$ cat config.mk
export PLATFORM = sky130hd
export DESIGN_NAME = mem_arbiter
export DESIGN_NICKNAME = d
export VERILOG_FILES = /design/src/rtl/mem_arbiter_pkg.sv /design/src/rtl/mem_arbiter_grant.sv /design/src/rtl/mem_arbiter.sv
export SDC_FILE = /design/constraint.sdc
export NUM_CORES = 1
export LEC_CHECK = 0
export CELL_PAD_IN_SITES_DETAIL_PLACEMENT = 0
export CELL_PAD_IN_SITES_GLOBAL_PLACEMENT = 2
export CORE_UTILIZATION = 23
export CTS_CLUSTER_DIAMETER = 40
export DETAILED_ROUTE_END_ITERATION = 6
export PLACE_DENSITY_LB_ADDON = 0.05
export SYNTH_ARGS = -nofsm -noshare
export SYNTH_HDL_FRONTEND = slang
export SYNTH_HIERARCHICAL = 1
export SYNTH_SLANG_ARGS = --single-unit
$ cat constraint.sdc
create_clock -name clk -period 1.6 [get_ports clk]
set_input_delay 0.16 -clock clk [delete_from_list [all_inputs] [get_ports clk]]
set_output_delay 0.16 -clock clk [all_outputs]
set_load 0.05 [all_outputs]
$ cat src/rtl/mem_arbiter_pkg.sv
// mem_arbiter_pkg: shared types and reset constants for the memory arbiter.
//   state_t  : arbiter FSM states (IDLE, ISSUE, WAIT)
//   owner_t  : which requester owns the outstanding transaction
//   GRANT_I/GRANT_D : bit positions in the one-hot grant vector
package mem_arbiter_pkg;

  typedef enum logic [1:0] {
    IDLE  = 2'd0,
    ISSUE = 2'd1,
    WAIT  = 2'd2
  } state_t;

  typedef enum logic {
    OWNER_I = 1'b0,
    OWNER_D = 1'b1
  } owner_t;

  localparam int GRANT_I = 0;
  localparam int GRANT_D = 1;

  localparam state_t RST_STATE = IDLE;
  localparam owner_t RST_OWNER = OWNER_I;
  localparam logic   RST_VALID = 1'b0;

endpackage

$ cat src/rtl/mem_arbiter_grant.sv
// mem_arbiter_grant: picks the winner between the fetch (I) and data (D)
// requesters. Output is a one-hot grant (bit GRANT_I / GRANT_D), all-zero
// when nobody requests.
//   Build option MEMARB_ROUND_ROBIN_EN:
//     defined   - round-robin; last_grant remembers the previous winner and
//                 the other side wins a conflict. Adds clk/rst_n/accept ports.
//     undefined - fixed D-over-I priority, purely combinational.
//   Ports: [clk, rst_n, accept], i_valid, d_valid, grant[1:0]
module mem_arbiter_grant
  import mem_arbiter_pkg::*;
(
`ifdef MEMARB_ROUND_ROBIN_EN
  input  logic       clk,
  input  logic       rst_n,
  input  logic       accept,
`endif
  input  logic       i_valid,
  input  logic       d_valid,
  output logic [1:0] grant
);

`ifdef MEMARB_ROUND_ROBIN_EN
  owner_t last_grant;

  always_ff @(posedge clk or negedge rst_n) begin
    if (!rst_n) begin
      last_grant <= RST_OWNER;
    end else if (accept) begin
      last_grant <= grant[GRANT_D] ? OWNER_D : OWNER_I;
    end
  end

  always_comb begin
    grant = '0;
    if (i_valid && d_valid) begin
      // Reset value OWNER_I makes D win the first conflict.
      if (last_grant == OWNER_I) grant[GRANT_D] = 1'b1;
      else                       grant[GRANT_I] = 1'b1;
    end else if (d_valid) begin
      grant[GRANT_D] = 1'b1;
    end else if (i_valid) begin
      grant[GRANT_I] = 1'b1;
    end
  end
`else
  always_comb begin
    grant = '0;
    if (d_valid)      grant[GRANT_D] = 1'b1;
    else if (i_valid) grant[GRANT_I] = 1'b1;
  end
`endif

endmodule

$ cat src/rtl/mem_arbiter.sv
// mem_arbiter: shares one memory port between instruction fetch (I) and
// load/store (D). One transaction outstanding at a time:
//   IDLE  -> accept winner (req_ready high combinationally), latch fields
//   ISSUE -> mem_req_valid held until mem_req_ready
//   WAIT  -> capture mem_rdata on mem_resp_valid, pulse owner's resp_valid
// Build option MEMARB_ROUND_ROBIN_EN selects round-robin arbitration inside
// mem_arbiter_grant; default is fixed D-over-I priority.
// Ports:
//   clk, rst_n (async, active-low)
//   i_req_valid/i_req_ready/i_req_addr, i_resp_valid/i_resp_rdata
//   d_req_valid/d_req_ready/d_req_addr/d_req_wen/d_req_wdata,
//   d_resp_valid/d_resp_rdata
//   mem_req_valid/mem_req_ready/mem_addr/mem_wdata/mem_wen,
//   mem_resp_valid/mem_rdata
module mem_arbiter
  import mem_arbiter_pkg::*;
#(
  parameter int WORD_LEN = 32
) (
  input  logic                clk,
  input  logic                rst_n,

  input  logic                i_req_valid,
  output logic                i_req_ready,
  input  logic [WORD_LEN-1:0] i_req_addr,
  output logic                i_resp_valid,
  output logic [WORD_LEN-1:0] i_resp_rdata,

  input  logic                d_req_valid,
  output logic                d_req_ready,
  input  logic [WORD_LEN-1:0] d_req_addr,
  input  logic                d_req_wen,
  input  logic [WORD_LEN-1:0] d_req_wdata,
  output logic                d_resp_valid,
  output logic [WORD_LEN-1:0] d_resp_rdata,

  output logic                mem_req_valid,
  input  logic                mem_req_ready,
  output logic [WORD_LEN-1:0] mem_addr,
  output logic [WORD_LEN-1:0] mem_wdata,
  output logic                mem_wen,
  input  logic                mem_resp_valid,
  input  logic [WORD_LEN-1:0] mem_rdata
);

  state_t     state_q;
  owner_t     owner_q;
  logic [1:0] grant;
  logic       accept;

  // Accept only from IDLE; readies never look at mem_* inputs.
  assign accept      = (state_q == IDLE) && (i_req_valid || d_req_valid);
  assign i_req_ready = (state_q == IDLE) && grant[GRANT_I];
  assign d_req_ready = (state_q == IDLE) && grant[GRANT_D];

  mem_arbiter_grant u_grant (
`ifdef MEMARB_ROUND_ROBIN_EN
    .clk     (clk),
    .rst_n   (rst_n),
    .accept  (accept),
`endif
    .i_valid (i_req_valid),
    .d_valid (d_req_valid),
    .grant   (grant)
  );

  always_ff @(posedge clk or negedge rst_n) begin
    if (!rst_n) begin
      state_q       <= RST_STATE;
      owner_q       <= RST_OWNER;
      mem_req_valid <= RST_VALID;
      mem_addr      <= '0;
      mem_wdata     <= '0;
      mem_wen       <= 1'b0;
      i_resp_valid  <= RST_VALID;
      d_resp_valid  <= RST_VALID;
      i_resp_rdata  <= '0;
      d_resp_rdata  <= '0;
    end else begin
      i_resp_valid <= 1'b0;
      d_resp_valid <= 1'b0;
      case (state_q)
        IDLE: begin
          if (accept) begin
            state_q       <= ISSUE;
            mem_req_valid <= 1'b1;
            if (grant[GRANT_D]) begin
              owner_q   <= OWNER_D;
              mem_addr  <= d_req_addr;
              mem_wdata <= d_req_wdata;
              mem_wen   <= d_req_wen;
            end else begin
              owner_q   <= OWNER_I;
              mem_addr  <= i_req_addr;
              mem_wdata <= '0;
              mem_wen   <= 1'b0;
            end
          end
        end
        ISSUE: begin
          if (mem_req_ready) begin
            mem_req_valid <= 1'b0;
            state_q       <= WAIT;
          end
        end
        WAIT: begin
          // Responses outside WAIT are never looked at, so spurious or
          // post-reset stragglers are dropped.
          if (mem_resp_valid) begin
            state_q <= IDLE;
            if (owner_q == OWNER_D) begin
              d_resp_rdata <= mem_rdata;
              d_resp_valid <= 1'b1;
            end else begin
              i_resp_rdata <= mem_rdata;
              i_resp_valid <= 1'b1;
            end
          end
        end
        default: begin
          state_q       <= IDLE;
          mem_req_valid <= 1'b0;
        end
      endcase
    end
  end

endmodule

# After elaboration in Yosys (flattened, before gate mapping)
# Index checks and enable logic that the tools add are counted.
# totals
reg_bits	135
inputBits	135
output_inout_bits	134
wordCells	47
# op_classes
eq_ne	5
mux	20
bitwise_logic	2
n_reduce_logical	10
# op_table
cell	n
$mux 32	2
$mux 1	13
$reduce_and 3->1	4
$mux 2	3
$ne 2x2->1 const B	3
$pmux 2 s3	1
$logic_and 1x1->1	3
$pmux 1 s3	1
$eq 2x1->1 const B	1
$eq 2x2->1 const B	1
$logic_not 2->1	1
$not 1->1	2
$reduce_and 2->1	1
$logic_or 1x1->1	1

# Depth between registers and ports, before layout
# logic_depth
depth_word	4
ltp_mapped	5
mapped_depth_nobuf	3

# Modules after synthesis
# The synthesis kept the hierarchy.
# by_module_without_submodules
module	n_inst	cells_per_inst	area_per_inst_um2	seq_area_each_um2
mem_arbiter	1	399	5652.9	3378.2
mem_arbiter_grant	1	2	21.3	0.0

# Least setup slack after synthesis
# No wires, ideal clock.
# synth_path
path_type	input port to output port
start	in d_req_valid
end	out d_req_ready
arrival_time_ns	1.707
required_ns	1.440
setup_slack_ns	-0.267
stages	3
path_buffers	2
path_cell_list	buf_4 -> clkbuf_1 -> nor3b_1
# synth_between
elab_chain_cells	2
# synth_lines
item	line_no	source
start, declared	mem_arbiter.sv:29	input logic d_req_valid,
$mux 1	mem_arbiter_grant.sv:48	if (d_valid) grant[GRANT_D] = 1'b1;
$logic_and 1x1->1	mem_arbiter.sv:54	assign d_req_ready = (state_q == IDLE) && grant[GRANT_D];
end, declared	mem_arbiter.sv:30	output logic d_req_ready,
# Every way passes these cells.

# Final worst setup path
# layout_path
start	reg state_q[1]
end	reg mem_addr[23]
# layout_between
elab_chain_cells	3
# layout_lines
item	line_no	source
start, declared	mem_arbiter.sv:46	state_t state_q;
start signal, assigned	mem_arbiter.sv:69	state_q <= RST_STATE;
start signal, assigned	mem_arbiter.sv:85	state_q <= ISSUE;
start signal, assigned	mem_arbiter.sv:103	state_q <= WAIT;
$logic_not 2->1 *	mem_arbiter.sv:52, mem_arbiter.sv:82	
$logic_and 1x1->1	mem_arbiter.sv:52	assign accept = (state_q == IDLE) && (i_req_valid || d_req_valid);
$reduce_and 2->1 (no line) *	--	
end signal, assigned	mem_arbiter.sv:89	mem_addr <= d_req_addr;
end signal, assigned	mem_arbiter.sv:94	mem_addr <= i_req_addr;
end, declared	mem_arbiter.sv:39	output logic [WORD_LEN-1:0] mem_addr,
# Mark *: on every way between the ends. The rest lies on a longest branch, timed or not.
# A chain may end at the register's enable or synchronous reset.

==> metrics.txt <==
Worst Skew 0.005464 ns; initial antenna violation count 0; Root Driver clkbuf_16; setup ws final -0.002405 ns; CP Capture Type register; most frequent cells in the layout buf_4, dfrtp_1, clkdlybuf4s50_1; crit path max-delay cell type dfrtp_2; top-area cell type share of the netlist area about three fifths; CTS tree done; antenna-violating nets left 0; top cells by area, synth dfrtp_1, mux2_2, mux2i_1; Avg Cell Area, Syn 14.15 µm²; Switching Share a little under half; I/O Buffers 268; power share of the sequential group a little over a quarter; Syn Nets 536; distinct cell type count after synthesis 20; Hold Path Class input port to asynchronous set/reset pin; cell internal pwr 11.87 mW; Top Ports 269; R2R setup slack -0.002 ns; Comb power frac 55.7%; mapped cell area ~5700 µm²; drt pass-1 iters 4; post-route DRC violation count 0; total track usage 13.31%; outcome complete, but fails checks; Area Overhead vs Synth 64.04%; vias 4084; share of cells above drive strength 1 46.73%; Pins Over Slew Limit 0; CP cell instances buf_6, nor3_4, buf_6, clkbuf_16, mux2_2; chip width roughly 160 µm; CP Launch Type register; worst rel slew slack 74.99%; Post-synth EDFFs 0; # setup viols final 3; layout net count 826; Seq cells post-synth about 140; cell taking the most area after synthesis dfrtp_1; Leak 4.277 nW; drt total wl around 17000 µm; CTS Buf Count 17; Switch Pwr around 10 mW; WL/cell around 16 µm; worst skew pair latency 0.41 ns; VDD IR-drop max ~1000 µV; sequential area share after synthesis 59.54%; YS warnings 6; global-route wire length before repair 25670 µm; CP Buf/Inv Count 3; commonest non-fill, non-tap cell in the layout buf_4; Worst EP required 1.89 ns; RSZ-0062 raised after global routing true; Worst Tran Pin Value 0.3751 ns; fin crit period 1.602 ns; grt total ovfl 0; DR vias/cell 3.973; hpwl dp 11880 µm; initial core utilization between 20% and 30%; Cells after Synth between 400 and 500; Clk pwr share 17.8%; # placed instances 987; H-tree depth 4; Crit Path Class register to register; DR iter-0 viols between 100 and 150; Synth Flop Type dfrtp_1; vias in the first global route approximately 4500; number of diodes 0; crit-path most repeated cell buf_6; CP delay by family, top buffers and inverters; Core Area between 20000 and 25000 µm²; Row Count 57; Power Total approximately 22 mW; CTS clk-pin slew, worst paths 0.06 ns; Tcrit/Tclk final 100.2%; Fmax achieved 0.6241 GHz; slowest stage delay, CP 0.43 ns; pwr dens ~2400 nW/µm²; gpl congestion 0.7265; Arr. time, crit path 1.90 ns; MaxCap Viol Count 0; Synth async-reset ratio 100.0%; Fin. Hold Viols 0; Die Y-Extent around 160 µm; CP max FO 7; Bufs on Longest Clock Path 2; post-route insts no fill 1028; pin count of the biggest net entering global routing between 60 and 70; sinks on the clock net 135; Die ar. about 25000 µm²; failing checks setup timing
-- what timing repair did --
action                                  4_1_cts  5_1_grt
pin swaps                                     0        1
resized for setup                             4       20
hold endpoints to repair                    135        0
hold buffers                                  1        0
buffers inserted                              0        4
gates cloned                                  0        4
endpoints found under the setup margin        6       47
-- final timing paths --
path / start / endpoint / cells past startpoint
worst max-delay path: state_q[1] / mem_addr[23] / 5
worst min-delay path: rst_n / mem_wdata[10] / 2
worst max register to register: state_q[1] / mem_addr[23] / 5
worst min register to register: mem_req_valid / mem_req_valid / 1
max in group asynchronous: rst_n / d_resp_rdata[6] / 3
min in group clk: d_req_valid / mem_wdata[9] / 4
-- power by group through the flow --
stage | logic [mW] | registers [mW] | clock network (mW)
final | 12.4 | 5.89 | 3.95
after global routing | 12.9 | 6.10 | 4.24
after CTS | 12.0 | 5.90 | 4.09
after detailed placement | 11.9 | 5.93 | 0
after global placement | 11.8 | 5.88 | 0
after floorplan | 2.58 | 11.3 | 0
-- cell families after synthesis --
family | after synthesis | share of synthesized area [%]
compound gates | 4 | 0.4409
buf+inv | 57 | 4.741
flops | 135 | 59.54
mux | 162 | 31.42
simple gates | 43 | 3.859
-- metrics by stage --
stage | util (%) | cell area, µm² | TNS (ns) | setup WS (ns) | hold WS (ns)
CTS | 37.66 | 9131 | -0.03282 | -0.03096 | 0.1422
finish | 38.38 | 9308 | -0.003504 | -0.002405 | 0.1548
detailed placement | 35.11 | 8513 | -3.835 | -0.08777 | 0.02262
global placement | 35.11 | 8513 | -1.845 | -0.05453 | 0.02051
floorplan | - | 5684 | 0 | 0.03654 | -0.1356
global route | 38.38 | 9308 | -1.721 | -0.07343 | 0.1501
-- cell type report --
type	instances	area, µm²
clock buffers	17	425.4
clock inverters	15	167.7
fillers	2347	14940
inverters	34	127.6
multi-input cells	209	2092
flip-flops and latches	135	3379
well taps	324	405.4
repair buffers	294	2710
-- cells in the mapped netlist, types with 4 or more instances --
library cell / n
mux2i_1: 33
mux2_2: 129
buf_6: 4
clkbuf_1: 5
dfrtp_1: 135
buf_4: 4
inv_1: 34
buf_2: 8
nand2_1: 33
-- per-layer routing --
layer	up-vias	global-route usage (%)	routed length (µm)
met5	-	0	0
met4	0	4.677	195
met3	11	5.027	1315
met2	157	21.87	8256
met1	1977	15.91	7025
li1	1939	-	-
-- registers in the layout (all words and copies together), names as in the netlist --
name           flops
mem_addr          32
d_resp_rdata      32
i_resp_valid       1
mem_req_valid      1
state_q            2
d_resp_valid       1
i_resp_rdata      32
owner_q            1
mem_wdata         32
mem_wen            1
(Power assumes the default switching activity.)
